### src/rtl/multi_op_calculator.sv
`default_nettype none
// ============================================================================
//  Module   : multi_op_calculator
//  Brief    : Switch-operand calculator (add / subtract / multiply / clear)
//             with debounced buttons, sequential shift-add-3 binary-to-BCD
//             conversion, sign/overflow handling and a multiplexed
//             active-low 7-segment display.
//  Options  : LEADING_ZERO_BLANK_EN - blank leading zeros and float the
//             minus sign next to the most significant nonzero digit.
//  Revision : 1.0 - initial release
// ============================================================================
module multi_op_calculator #(
  parameter int WIDTH           = 10,
  parameter int DIGITS          = 4,
  parameter int REFRESH_DIV     = 50000,
  parameter int DEBOUNCE_CYCLES = 65536
) (
  input  logic              clk,
  input  logic              rst,
  input  logic [WIDTH-1:0]  bin,
  input  logic              btn_save,
  input  logic              btn_exec,
  input  logic [1:0]        op_sel,
  output logic [6:0]        seg,
  output logic [DIGITS-1:0] an,
  output logic [WIDTH-1:0]  led,
  output logic              busy,
  output logic              overflow,
  output logic              neg
);

  // Result width and the BCD digit count needed to hold any RW-bit value
  // (3 bits per decimal digit is always sufficient).
  localparam int C_RW      = 2 * WIDTH;
  localparam int C_ND_MIN  = (C_RW + 2) / 3;
  localparam int C_NBCD    = (C_ND_MIN > DIGITS) ? C_ND_MIN : DIGITS;
  localparam int C_CW      = $clog2(C_RW + 1);
  localparam int C_DBW     = $clog2(DEBOUNCE_CYCLES + 1);
  localparam int C_RDW     = $clog2(REFRESH_DIV + 1);
  localparam int C_SIW     = (DIGITS > 1) ? $clog2(DIGITS) : 1;

  // Internal digit codes: 0-9 are decimal, the rest are glyph selectors.
  localparam logic [3:0] C_DASH  = 4'hA;
  localparam logic [3:0] C_BLANK = 4'hF;

  // --------------------------------------------------------------------------
  // Button conditioning
  // --------------------------------------------------------------------------
  logic [1:0] w_btn_raw;
  logic [1:0] w_pulse;
  logic       w_save;
  logic       w_exec;

  assign w_btn_raw = {btn_exec, btn_save};

  for (genvar gb = 0; gb < 2; gb++) begin : g_btn
    logic             sync1_q;
    logic             sync2_q;
    logic             level_q;
    logic             level_prev_q;
    logic [C_DBW-1:0] cnt_q;

    // Synchronise, accept a new level only after it has been stable, then edge-detect
    always_ff @(posedge clk) begin
      if (rst) begin
        sync1_q      <= 1'b0;
        sync2_q      <= 1'b0;
        level_q      <= 1'b0;
        level_prev_q <= 1'b0;
        cnt_q        <= '0;
      end else begin
        sync1_q      <= w_btn_raw[gb];
        sync2_q      <= sync1_q;
        level_prev_q <= level_q;
        if (sync2_q == level_q) begin
          cnt_q <= '0;
        end else if (cnt_q == C_DBW'(DEBOUNCE_CYCLES - 1)) begin
          level_q <= sync2_q;
          cnt_q   <= '0;
        end else begin
          cnt_q <= cnt_q + C_DBW'(1);
        end
      end
    end

    assign w_pulse[gb] = level_q & ~level_prev_q;
  end

  assign w_save = w_pulse[0];
  assign w_exec = w_pulse[1];

  // --------------------------------------------------------------------------
  // Operand / result state machine
  // --------------------------------------------------------------------------
  typedef enum logic [1:0] {
    S_IDLE     = 2'd0,
    S_HAVE_A   = 2'd1,
    S_SHOW_RES = 2'd2
  } state_t;

  state_t            state_q;
  logic [WIDTH-1:0]  a_q;
  logic [C_RW-1:0]   result_q;
  logic              neg_q;

  logic [C_RW-1:0]   w_a_ext;
  logic [C_RW-1:0]   w_b_ext;
  logic              w_b_gt_a;
  logic [C_RW-1:0]   w_sum;
  logic [C_RW-1:0]   w_diff;
  logic [C_RW-1:0]   w_prod;

  assign w_a_ext  = {{WIDTH{1'b0}}, a_q};
  assign w_b_ext  = {{WIDTH{1'b0}}, bin};
  assign w_b_gt_a = (bin > a_q);
  assign w_sum    = w_a_ext + w_b_ext;
  assign w_diff   = w_b_gt_a ? (w_b_ext - w_a_ext) : (w_a_ext - w_b_ext);
  assign w_prod   = w_a_ext * w_b_ext;

  // Save beats exec when both pulse together; exec is ignored until A exists
  always_ff @(posedge clk) begin
    if (rst) begin
      state_q  <= S_IDLE;
      a_q      <= '0;
      result_q <= '0;
      neg_q    <= 1'b0;
    end else if (w_save) begin
      a_q     <= bin;
      state_q <= S_HAVE_A;
    end else if (w_exec && (state_q != S_IDLE)) begin
      case (op_sel)
        2'b00: begin
          result_q <= w_sum;
          neg_q    <= 1'b0;
          state_q  <= S_SHOW_RES;
        end
        2'b01: begin
          result_q <= w_diff;
          neg_q    <= w_b_gt_a;
          state_q  <= S_SHOW_RES;
        end
        2'b10: begin
          result_q <= w_prod;
          neg_q    <= 1'b0;
          state_q  <= S_SHOW_RES;
        end
        default: begin
          result_q <= '0;
          neg_q    <= 1'b0;
          state_q  <= S_IDLE;
        end
      endcase
    end
  end

  // Value presented to the converter: the result when showing one, else the switches
  logic [C_RW-1:0] w_disp_val;
  logic            w_disp_neg;

  assign w_disp_val = (state_q == S_SHOW_RES) ? result_q : w_b_ext;
  assign w_disp_neg = (state_q == S_SHOW_RES) && neg_q;

  // --------------------------------------------------------------------------
  // Sequential binary-to-BCD converter (shift-add-3)
  // --------------------------------------------------------------------------
  logic                  busy_q;
  logic [C_CW-1:0]       cnt_q;
  logic [C_RW-1:0]       val_q;
  logic                  vneg_q;
  logic [C_RW-1:0]       last_val_q;
  logic                  last_neg_q;
  logic [C_RW-1:0]       sh_q;
  logic [4*C_NBCD-1:0]   bcd_q;
  logic [3:0]            codes_q [DIGITS];
  logic                  ovf_q;

  logic [4*C_NBCD-1:0]   w_bcd_adj;
  logic [4*C_NBCD-1:0]   w_bcd_next;
  logic [C_RW-1:0]       w_sh_next;

  for (genvar gd = 0; gd < C_NBCD; gd++) begin : g_adj
    assign w_bcd_adj[4*gd +: 4] = (bcd_q[4*gd +: 4] >= 4'd5) ?
                                  (bcd_q[4*gd +: 4] + 4'd3) : bcd_q[4*gd +: 4];
  end

  assign {w_bcd_next, w_sh_next} = {w_bcd_adj, sh_q} << 1;

  // Final digit codes, sign placement and overflow from the completed BCD word
  logic       w_hi_nz;
  logic       w_sign_ovf;
  logic       w_ovf;
  int         w_msd;
  logic [3:0] w_codes [DIGITS];

  // Derive displayed glyph codes and overflow for the value just converted
  always_comb begin
    w_hi_nz    = 1'b0;
    w_msd      = 0;
    w_sign_ovf = 1'b0;
    w_ovf      = 1'b0;
    for (int i = 0; i < C_NBCD; i++) begin
      if (w_bcd_next[4*i +: 4] != 4'd0) begin
        if (i >= DIGITS) w_hi_nz = 1'b1;
        else             w_msd   = i;
      end
    end
    for (int i = 0; i < DIGITS; i++) begin
      w_codes[i] = w_bcd_next[4*i +: 4];
    end
`ifdef LEADING_ZERO_BLANK_EN
    // Ones digit is never blanked because w_msd is at least 0.
    for (int i = 0; i < DIGITS; i++) begin
      if (i > w_msd) w_codes[i] = C_BLANK;
    end
    w_sign_ovf = vneg_q && ((w_msd + 1) >= DIGITS);
    if (vneg_q && !w_sign_ovf) begin
      for (int i = 0; i < DIGITS; i++) begin
        if (i == w_msd + 1) w_codes[i] = C_DASH;
      end
    end
`else
    w_sign_ovf = vneg_q && (w_bcd_next[4*(DIGITS-1) +: 4] != 4'd0);
    if (vneg_q) w_codes[DIGITS-1] = C_DASH;
`endif
    w_ovf = w_hi_nz | w_sign_ovf;
    if (w_ovf) begin
      for (int i = 0; i < DIGITS; i++) w_codes[i] = C_DASH;
    end
  end

  // Converter: start on a changed value, load, RW add-3/shift steps, commit digits at the end
  always_ff @(posedge clk) begin
    if (rst) begin
      busy_q     <= 1'b0;
      cnt_q      <= '0;
      val_q      <= '0;
      vneg_q     <= 1'b0;
      last_val_q <= '0;
      last_neg_q <= 1'b0;
      sh_q       <= '0;
      bcd_q      <= '0;
      ovf_q      <= 1'b0;
      for (int i = 0; i < DIGITS; i++) codes_q[i] <= 4'd0;
    end else if (!busy_q) begin
      if ({w_disp_neg, w_disp_val} != {last_neg_q, last_val_q}) begin
        busy_q     <= 1'b1;
        cnt_q      <= '0;
        val_q      <= w_disp_val;
        vneg_q     <= w_disp_neg;
        last_val_q <= w_disp_val;
        last_neg_q <= w_disp_neg;
      end
    end else if (cnt_q == '0) begin
      bcd_q <= '0;
      sh_q  <= val_q;
      cnt_q <= C_CW'(1);
    end else begin
      bcd_q <= w_bcd_next;
      sh_q  <= w_sh_next;
      if (cnt_q == C_CW'(C_RW)) begin
        busy_q <= 1'b0;
        ovf_q  <= w_ovf;
        for (int i = 0; i < DIGITS; i++) codes_q[i] <= w_codes[i];
      end else begin
        cnt_q <= cnt_q + C_CW'(1);
      end
    end
  end

  // --------------------------------------------------------------------------
  // Display scan and LED mirror
  // --------------------------------------------------------------------------
  function automatic logic [6:0] seg_decode(input logic [3:0] code);
    case (code)
      4'd0:    seg_decode = 7'b1000000;
      4'd1:    seg_decode = 7'b1111001;
      4'd2:    seg_decode = 7'b0100100;
      4'd3:    seg_decode = 7'b0110000;
      4'd4:    seg_decode = 7'b0011001;
      4'd5:    seg_decode = 7'b0010010;
      4'd6:    seg_decode = 7'b0000010;
      4'd7:    seg_decode = 7'b1111000;
      4'd8:    seg_decode = 7'b0000000;
      4'd9:    seg_decode = 7'b0010000;
      C_DASH:  seg_decode = 7'b0111111;
      default: seg_decode = 7'h7F;
    endcase
  endfunction

  logic [C_RDW-1:0]  div_q;
  logic [C_SIW-1:0]  idx_q;
  logic [6:0]        seg_q;
  logic [DIGITS-1:0] an_q;
  logic [WIDTH-1:0]  led_q;

  // Step through digits every REFRESH_DIV cycles; seg and an update together
  always_ff @(posedge clk) begin
    if (rst) begin
      div_q <= '0;
      idx_q <= '0;
      seg_q <= 7'h7F;
      an_q  <= '1;
    end else begin
      if (div_q == C_RDW'(REFRESH_DIV - 1)) begin
        div_q <= '0;
        idx_q <= (idx_q == C_SIW'(DIGITS - 1)) ? '0 : (idx_q + C_SIW'(1));
      end else begin
        div_q <= div_q + C_RDW'(1);
      end
      seg_q <= seg_decode(codes_q[idx_q]);
      an_q  <= ~(DIGITS'(1) << idx_q);
    end
  end

  // Mirror the switches onto the LEDs with one cycle of latency
  always_ff @(posedge clk) begin
    if (rst) led_q <= '0;
    else     led_q <= bin;
  end

  assign seg      = seg_q;
  assign an       = an_q;
  assign led      = led_q;
  assign busy     = busy_q;
  assign overflow = ovf_q;
  assign neg      = neg_q;

endmodule
`default_nettype wire
### config.mk
export PLATFORM = sky130hd
export DESIGN_NAME = multi_op_calculator
export DESIGN_NICKNAME = d
export VERILOG_FILES = /design/src/rtl/multi_op_calculator.sv
export SDC_FILE = /design/constraint.sdc
export NUM_CORES = 1
export LEC_CHECK = 0
export CAP_MARGIN = 20
export CORE_MARGIN = 2
export CORE_UTILIZATION = 38
export DETAILED_ROUTE_END_ITERATION = 16
export DONT_BUFFER_PORTS = 1
export MAX_ROUTING_LAYER = met4
export PLACE_DENSITY = 0.65
export REMOVE_ABC_BUFFERS = 1
export SYNTH_ARGS = -nofsm -noshare
export SYNTH_HDL_FRONTEND = slang
export SYNTH_SLANG_ARGS = --single-unit
### constraint.sdc
create_clock -name clk -period 5.9 [get_ports clk]
set_clock_uncertainty 0.2 [all_clocks]
set_input_delay 1.18 -clock clk [delete_from_list [all_inputs] [get_ports clk]]
set_output_delay 1.18 -clock clk [all_outputs]
set_load 0.02 [all_outputs]
Word level (Yosys, flattened, before mapping)
Memories as Yosys holds them, arrays and structs flattened. A register that Yosys moved wholly into a read port is not among the register bits.
Cells that the tools add are included.
{"block": "op_classes", "n_bitwise": 15, "multipliers": 1, "reduce_logical": 23, "order_cmp": 8, "eq_ne": 12, "n_mux": 43, "shift": 1, "n_addsub": 15}
{"cell": "two-way mux 20 bit", "n": 3}
{"cell": "one-hot mux 20 bit (3 select lines)", "n": 1}
{"cell": "two-way mux 4 bit", "n": 11}
{"cell": "adder 17 x 1 -> 17 bit, second input constant", "n": 2}
{"cell": "equality test 17 x 16 -> 1 bit, second input constant", "n": 2}
{"cell": "greater-or-equal comparator 4 x 3 -> 1 bit, second input constant", "n": 7}
{"cell": "two-way mux 28 bit", "n": 1}
{"cell": "adder 4 x 2 -> 4 bit, second input constant", "n": 6}
{"cell": "subtractor 10 x 10 -> 11 bit", "n": 2}
{"cell": "inequality test 21 bit", "n": 1}
{"cell": "multiplier 10 x 10 -> 20 bit", "n": 1}
{"cell": "two-way mux 5 bit", "n": 4}
{"cell": "two-way mux 1 bit", "n": 17}
{"cell": "adder 16 x 1 -> 16 bit, second input constant", "n": 1}
{"cell": "equality test 16 bit, second input constant", "n": 1}
{"cell": "two-way mux 16 bit", "n": 1}
{"cell": "nonzero test 4 bit", "n": 4}
{"cell": "adder 10 x 10 -> 11 bit", "n": 1}
{"cell": "> comparator 10 bit", "n": 1}
{"cell": "AND reduction 2 bit", "n": 5}
{"cell": "OR reduction 3 bit", "n": 3}
{"cell": "two-way mux 2 bit", "n": 4}
{"cell": "NOT 1 bit", "n": 7}
{"cell": "equality test 2 bit, second input constant", "n": 3}
{"cell": "18 further kinds", "n": 29}
{"block": "word_totals", "regBits": 183, "out_inout_bits": 24, "elab_cells": 146, "n_memories": 2, "mem_bits_rw": 16, "rom_bits": 112}
{"name": "(name not given)", "depth": 16, "word_bits": 7, "rd": 1, "rd_clocked_by_memory_dff": 1, "write_ports": 0, "line": "274", "text": "case (code)"}
{"name": "codes_q", "depth": 4, "word_bits": 4, "rd": 1, "rd_clocked_by_memory_dff": 1, "write_ports": 4, "line": "174", "text": "logic [3:0] codes_q [DIGITS];"}

Depth between registers and ports, before layout
{"block": "depth", "depth_word": 9, "ltp_mapped": 20, "depth_no_buf": 20}

Worst setup path after synthesis
OpenSTA, ideal clock, no wires.
{"block": "synth_timing", "path_type": "input to register", "start": "in bin[3]", "end": "reg result_q[16]", "slack_ns": -0.484, "stages": 17, "n_path_buf": 1, "required_ns": 5.578, "arrival_time_ns": 6.063, "cell_sequence": "clkbuf_1 -> nand2_1 -> fa_1 -> inv_1 -> fa_1 -> fa_1 -> fa_1 -> inv_1 -> fa_1 -> inv_1 -> ha_1 -> a21o_1 -> o41a_1 -> a221oi_2 -> o21ai_0 -> xor2_1 -> a221o_1"}
{"block": "synth_between", "elab_chain_len": 3, "word_cells_on_any_way": 6}
{"item": "start: declaration", "line": "20", "text": "input logic [WIDTH-1:0] bin,"}
{"item": "branches (longest 2 deep; another with multiplier 10 x 10 -> 20 bit)"}
{"item": "one-hot mux 20 bit (3 select lines) (*)", "line": "131", "text": "case (op_sel)"}
{"item": "end signal: assignment", "line": "133", "text": "result_q <= w_sum;"}
{"item": "end signal: assignment", "line": "138", "text": "result_q <= w_diff;"}
{"item": "end signal: assignment", "line": "143", "text": "result_q <= w_prod;"}
{"item": "end: declaration", "line": "103", "text": "logic [C_RW-1:0] result_q;"}
Every way passes the cells marked *.
A chain may end at the register's enable or synchronous reset.

Worst setup path after layout
Ends and elaborated chain as after synthesis.

==> metrics.txt <==
# TYPE chip_impl_metric gauge
chip_impl_info{name="status",value="complete, no violations"} 1
chip_impl_metric{name="max-vdd-ir-drop",unit="mV"} 0.2126
chip_impl_metric{name="max_cap_viol_count",unit=""} 0
chip_impl_metric{name="post-route-worst-setup-slack",unit="ns"} 0.2484
chip_impl_metric{name="slew-limit-headroom",unit=""} 0.2998
chip_impl_metric{name="pre_cts_worst_setup_slack",unit="ns"} -0.3470
chip_impl_metric{name="finalSetupViolCount",unit=""} 0
chip_impl_metric{name="drt_wl_total",unit="um"} 35480
chip_impl_metric{name="synth.distinct_cells",unit=""} 73
chip_impl_metric{name="detailed_routing_iterations_pass_1",unit=""} 6
chip_impl_metric{name="design.final.nets",unit=""} 1856
chip_impl_metric{name="post_route_cells_drive_above_1_share",unit=""} 0.07348
chip_impl_metric{name="worst-endpoint-required",unit="ns"} 6.12
chip_impl_metric{name="core_area",unit="um2"} 36700
chip_impl_metric{name="globalRouteOverflowTotal",unit=""} 0
chip_impl_metric{name="cts_inserted_buffers",unit=""} 23
chip_impl_metric{name="drtIter0Drc",unit=""} 768
chip_impl_metric{name="finalWeightedCongestion",unit=""} 0.9533
chip_impl_metric{name="worst_slew_pin_slew",unit="ns"} 1.050
chip_impl_info{name="clock_tree.root_cell",value="sky130_fd_sc_hd__clkbuf_16"} 1
chip_impl_info{name="critical_path.cell_chain",value="nand2_1 -> fa_1 -> inv_1 -> fa_1 -> fa_1 -> fa_1 -> inv_1 -> fa_1 -> inv_1 -> ha_1 -> buf_4 -> o211a_1 -> o21a_1 -> o41a_1 -> a221oi_4 -> o21ai_0 -> xor2_1 -> a221o_1"} 1
chip_impl_metric{name="p_total",unit="uW"} 3053
chip_impl_metric{name="clock_sink_count",unit=""} 208
chip_impl_metric{name="synth.yosys.warnings",unit=""} 0
chip_impl_metric{name="syn-mean-instance-area",unit="um2"} 8.600
chip_impl_metric{name="period_needed",unit="ns"} 5.652
chip_impl_metric{name="count_of_flip_flops_with_a_built_in_enable_after_synthesis",unit=""} 16
chip_impl_metric{name="die_area",unit="um2"} 38880
chip_impl_metric{name="setup_fix_bufs_post_cts",unit=""} 0
chip_impl_info{name="synth_top_cell_by_area",value="sky130_fd_sc_hd__dfxtp_1"} 1
chip_impl_metric{name="synth-seq-area-share",unit=""} 0.3049
chip_impl_metric{name="global_route_usage_over_all_layers",unit=""} 0.1871
chip_impl_metric{name="insertion_delay",unit="ns"} 0.54
chip_impl_info{name="list_of_most_frequent_post_synthesis_cells",value="sky130_fd_sc_hd__nor2_1, sky130_fd_sc_hd__dfxtp_1, sky130_fd_sc_hd__nand2_1"} 1
chip_impl_metric{name="first_global_vias",unit=""} 10980
chip_impl_metric{name="synthesis.instances",unit=""} 1649
chip_impl_info{name="critPathKind",value="primary input to flop"} 1
chip_impl_metric{name="io_buffer_count",unit=""} 0
chip_impl_info{name="cp_common_cell",value="sky130_fd_sc_hd__fa_1"} 1
chip_impl_info{name="grt_setup_unrepaired",value="no"} 1
chip_impl_metric{name="synth_largest_type_area_fraction",unit=""} 0.2710
chip_impl_info{name="crit_path_start_kind",value="primary input"} 1
chip_impl_metric{name="floorplan.io_pins",unit=""} 40
chip_impl_metric{name="timing_max_transition_violations_final",unit=""} 0
chip_impl_info{name="most_frequently_used_cell_type_in_the_post_synthesis_netlist",value="sky130_fd_sc_hd__nor2_1"} 1
chip_impl_info{name="worst_setup_end_kind",value="flop"} 1
chip_impl_metric{name="timing.final.hold_violations",unit=""} 0
chip_impl_metric{name="chipHeight",unit="um"} 197.2
chip_impl_metric{name="synthToLayoutAreaGrowth",unit="%"} 10.38
chip_impl_metric{name="netlist_area",unit="um2"} 14180
chip_impl_metric{name="number_of_core_rows",unit=""} 70
chip_impl_metric{name="cts_max_level",unit=""} 1
chip_impl_metric{name="path_buf_inv",unit=""} 4
chip_impl_metric{name="drtAntennaViolNets",unit=""} 0
chip_impl_metric{name="antenna_cells",unit=""} 0
chip_impl_metric{name="powerDensity",unit="nW/um2"} 195.0
chip_impl_metric{name="wl_per_cell",unit="um"} 16.56
chip_impl_info{name="yosys_most_used_dff",value="sky130_fd_sc_hd__dfxtp_1"} 1
chip_impl_metric{name="die_w",unit="um"} 197.2
chip_impl_metric{name="ys_seq_elements",unit=""} 208
chip_impl_metric{name="worstPathArrival",unit="ns"} 5.88
chip_impl_metric{name="grt_antenna_before_repair",unit=""} 0
chip_impl_metric{name="critPathMaxStageDelay",unit="ns"} 0.55
chip_impl_metric{name="worst-path-max-fanout",unit=""} 11
chip_impl_metric{name="initial_utilization",unit=""} 0.3864
chip_impl_info{name="worst_hold_path_type",value="flop to flop"} 1
chip_impl_info{name="tritoncts",value="done"} 1
chip_impl_metric{name="detail_route.drc_violations",unit=""} 0
chip_impl_metric{name="vias",unit=""} 11580
chip_impl_metric{name="max_freq",unit="MHz"} 176.9
chip_impl_metric{name="grt_start_max_net_pins",unit=""} 107
chip_impl_metric{name="post-route-period-util",unit=""} 0.9579
chip_impl_metric{name="detailed_placement_hpwl",unit="um"} 26850
chip_impl_metric{name="cts.reportedPaths.clkPinSlew",unit="ns"} 0.06
chip_impl_metric{name="detail_route.vias_per_cell",unit=""} 5.407
chip_impl_info{name="worst_path_max_delay_cell",value="sky130_fd_sc_hd__fa_1"} 1
chip_impl_metric{name="async_reset_ff_frac",unit=""} 0
chip_impl_metric{name="clockBufferDepth",unit=""} 3
chip_impl_info{name="synth.top_cells.by_area",value="sky130_fd_sc_hd__dfxtp_1, sky130_fd_sc_hd__ha_1, sky130_fd_sc_hd__fa_1, sky130_fd_sc_hd__nor2_1, sky130_fd_sc_hd__nand2_1"} 1
chip_impl_metric{name="grt_first_pass_wirelength",unit="um"} 57370
chip_impl_info{name="critical_path.top_delay_family",value="adder cells"} 1
chip_impl_metric{name="power_leakage",unit="uW"} 0.006649
[worst reg2reg max path: stages, from the launching register on]
cell and delay [ns]:
sky130_fd_sc_hd__dfxtp_1 0.49, sky130_fd_sc_hd__nand2_1 0.13, sky130_fd_sc_hd__fa_1 0.52, sky130_fd_sc_hd__fa_1 0.54, sky130_fd_sc_hd__inv_1 0.05, sky130_fd_sc_hd__fa_1 0.47, sky130_fd_sc_hd__fa_1 0.54, sky130_fd_sc_hd__inv_1 0.05
sky130_fd_sc_hd__fa_1 0.53, sky130_fd_sc_hd__inv_1 0.05, sky130_fd_sc_hd__ha_1 0.30, sky130_fd_sc_hd__buf_4 0.15, sky130_fd_sc_hd__o211a_1 0.12, sky130_fd_sc_hd__o21a_1 0.17, sky130_fd_sc_hd__o41a_1 0.16, sky130_fd_sc_hd__a221oi_4 0.35
sky130_fd_sc_hd__o21ai_0 0.15, sky130_fd_sc_hd__xor2_1 0.16, sky130_fd_sc_hd__a221o_1 0.29
[path summary, 6_finish.rpt]
check,start,end,slack [ns],depth (start not counted)
max,bin[3],result_q[16]$_SDFFE_PP0P_,0.25,18
min,g_btn[1].sync1_q$_SDFF_PP0_,g_btn[1].sync2_q$_SDFF_PP0_,0.24,1
max reg2reg,a_q[2]$_SDFFE_PP0P_,result_q[16]$_SDFFE_PP0P_,0.35,18
min reg2reg,g_btn[1].sync1_q$_SDFF_PP0_,g_btn[1].sync2_q$_SDFF_PP0_,0.24,1
[sequential cells by signal, summed over array words and instances, names as in the netlist, 2 cells and up, named ones only]
name	cells
a_q	10
sh_q	20
bcd_q	28
idx_q	2
codes_q	16
result_q	20
led	10
g_btn.sync2_q	2
g_btn.cnt_q	34
div_q	16
g_btn.level_q	2
g_btn.level_prev_q	2
seg	7
cnt_q	5
g_btn.sync1_q	2
last_val_q	20
an	4
state_q	2
[stage by stage]
step	area, um2	TNS [ns]	std cells	util	hold WS [ns]
after floorplan	13880	-0.4536	1573	-	0.2138
after global placement	14940	-1.439	2103	0.4070	0.2174
after detailed placement	14940	-1.650	2103	0.4070	0.2345
after CTS	15640	0	2142	0.4262	0.2479
after global routing	15650	0	2142	0.4266	0.2663
final	15650	0	2142	0.4266	0.2401
[layout make-up]
cell class / instances / area (um2)
inverters: 133 / 499.2
fillers: 3584 / 21040
clock buffers: 34 / 658.1
flip-flops and latches: 208 / 4327
repair buffers: 62 / 465.4
clock inverters: 5 / 47.55
well taps: 468 / 585.6
multi-input cells: 1232 / 9071
[cells by family after synthesis]
logic type,share of synthesized area
AND/OR/NAND/NOR,0.1940
AO/OA/AOI/OAI,0.1534
buffers and inverters,0.05673
flip-flops,0.3049
adder cells (fa/ha/maj),0.1932
XOR/XNOR,0.05682
multiplexers,0.04085
[timing repair]
item | in CTS | in global routing
endpoints found under the setup margin | 0 | 3
hold buffers | 0 | 0
resized for setup | 0 | 4
[metal layers]
layer / up-vias / share of wire / track usage
li1: 5690 / - / -
met1: 5503 / 0.45 / 0.2385
met2: 309 / 0.45 / 0.2954
met3: 79 / 0.065 / 0.03910
met4: 0 / 0.036 / 0.06349
met5: - / 0 / -
[power by group]
part	internal [uW]	switching, uW
Clock	776	588
Combinational	75.5	133
Sequential	1450	30.0
Total	2300	751
[placed cells by master (no fill, tap or decap), types with 34 or more instances in the layout]
| master | n |
|---|---|
| sky130_fd_sc_hd__nor2_1 | 235 |
| sky130_fd_sc_hd__dfxtp_1 | 190 |
| sky130_fd_sc_hd__nand2_1 | 162 |
| sky130_fd_sc_hd__inv_1 | 126 |
| sky130_fd_sc_hd__ha_1 | 115 |
| sky130_fd_sc_hd__fa_1 | 65 |
| sky130_fd_sc_hd__buf_4 | 62 |
| sky130_fd_sc_hd__a21oi_1 | 58 |
| sky130_fd_sc_hd__o21ai_0 | 53 |
| sky130_fd_sc_hd__xor2_1 | 51 |
| sky130_fd_sc_hd__xnor2_1 | 41 |
| sky130_fd_sc_hd__nand3_1 | 39 |
| sky130_fd_sc_hd__mux2i_1 | 34 |
Power figures use the tool's default switching activity.
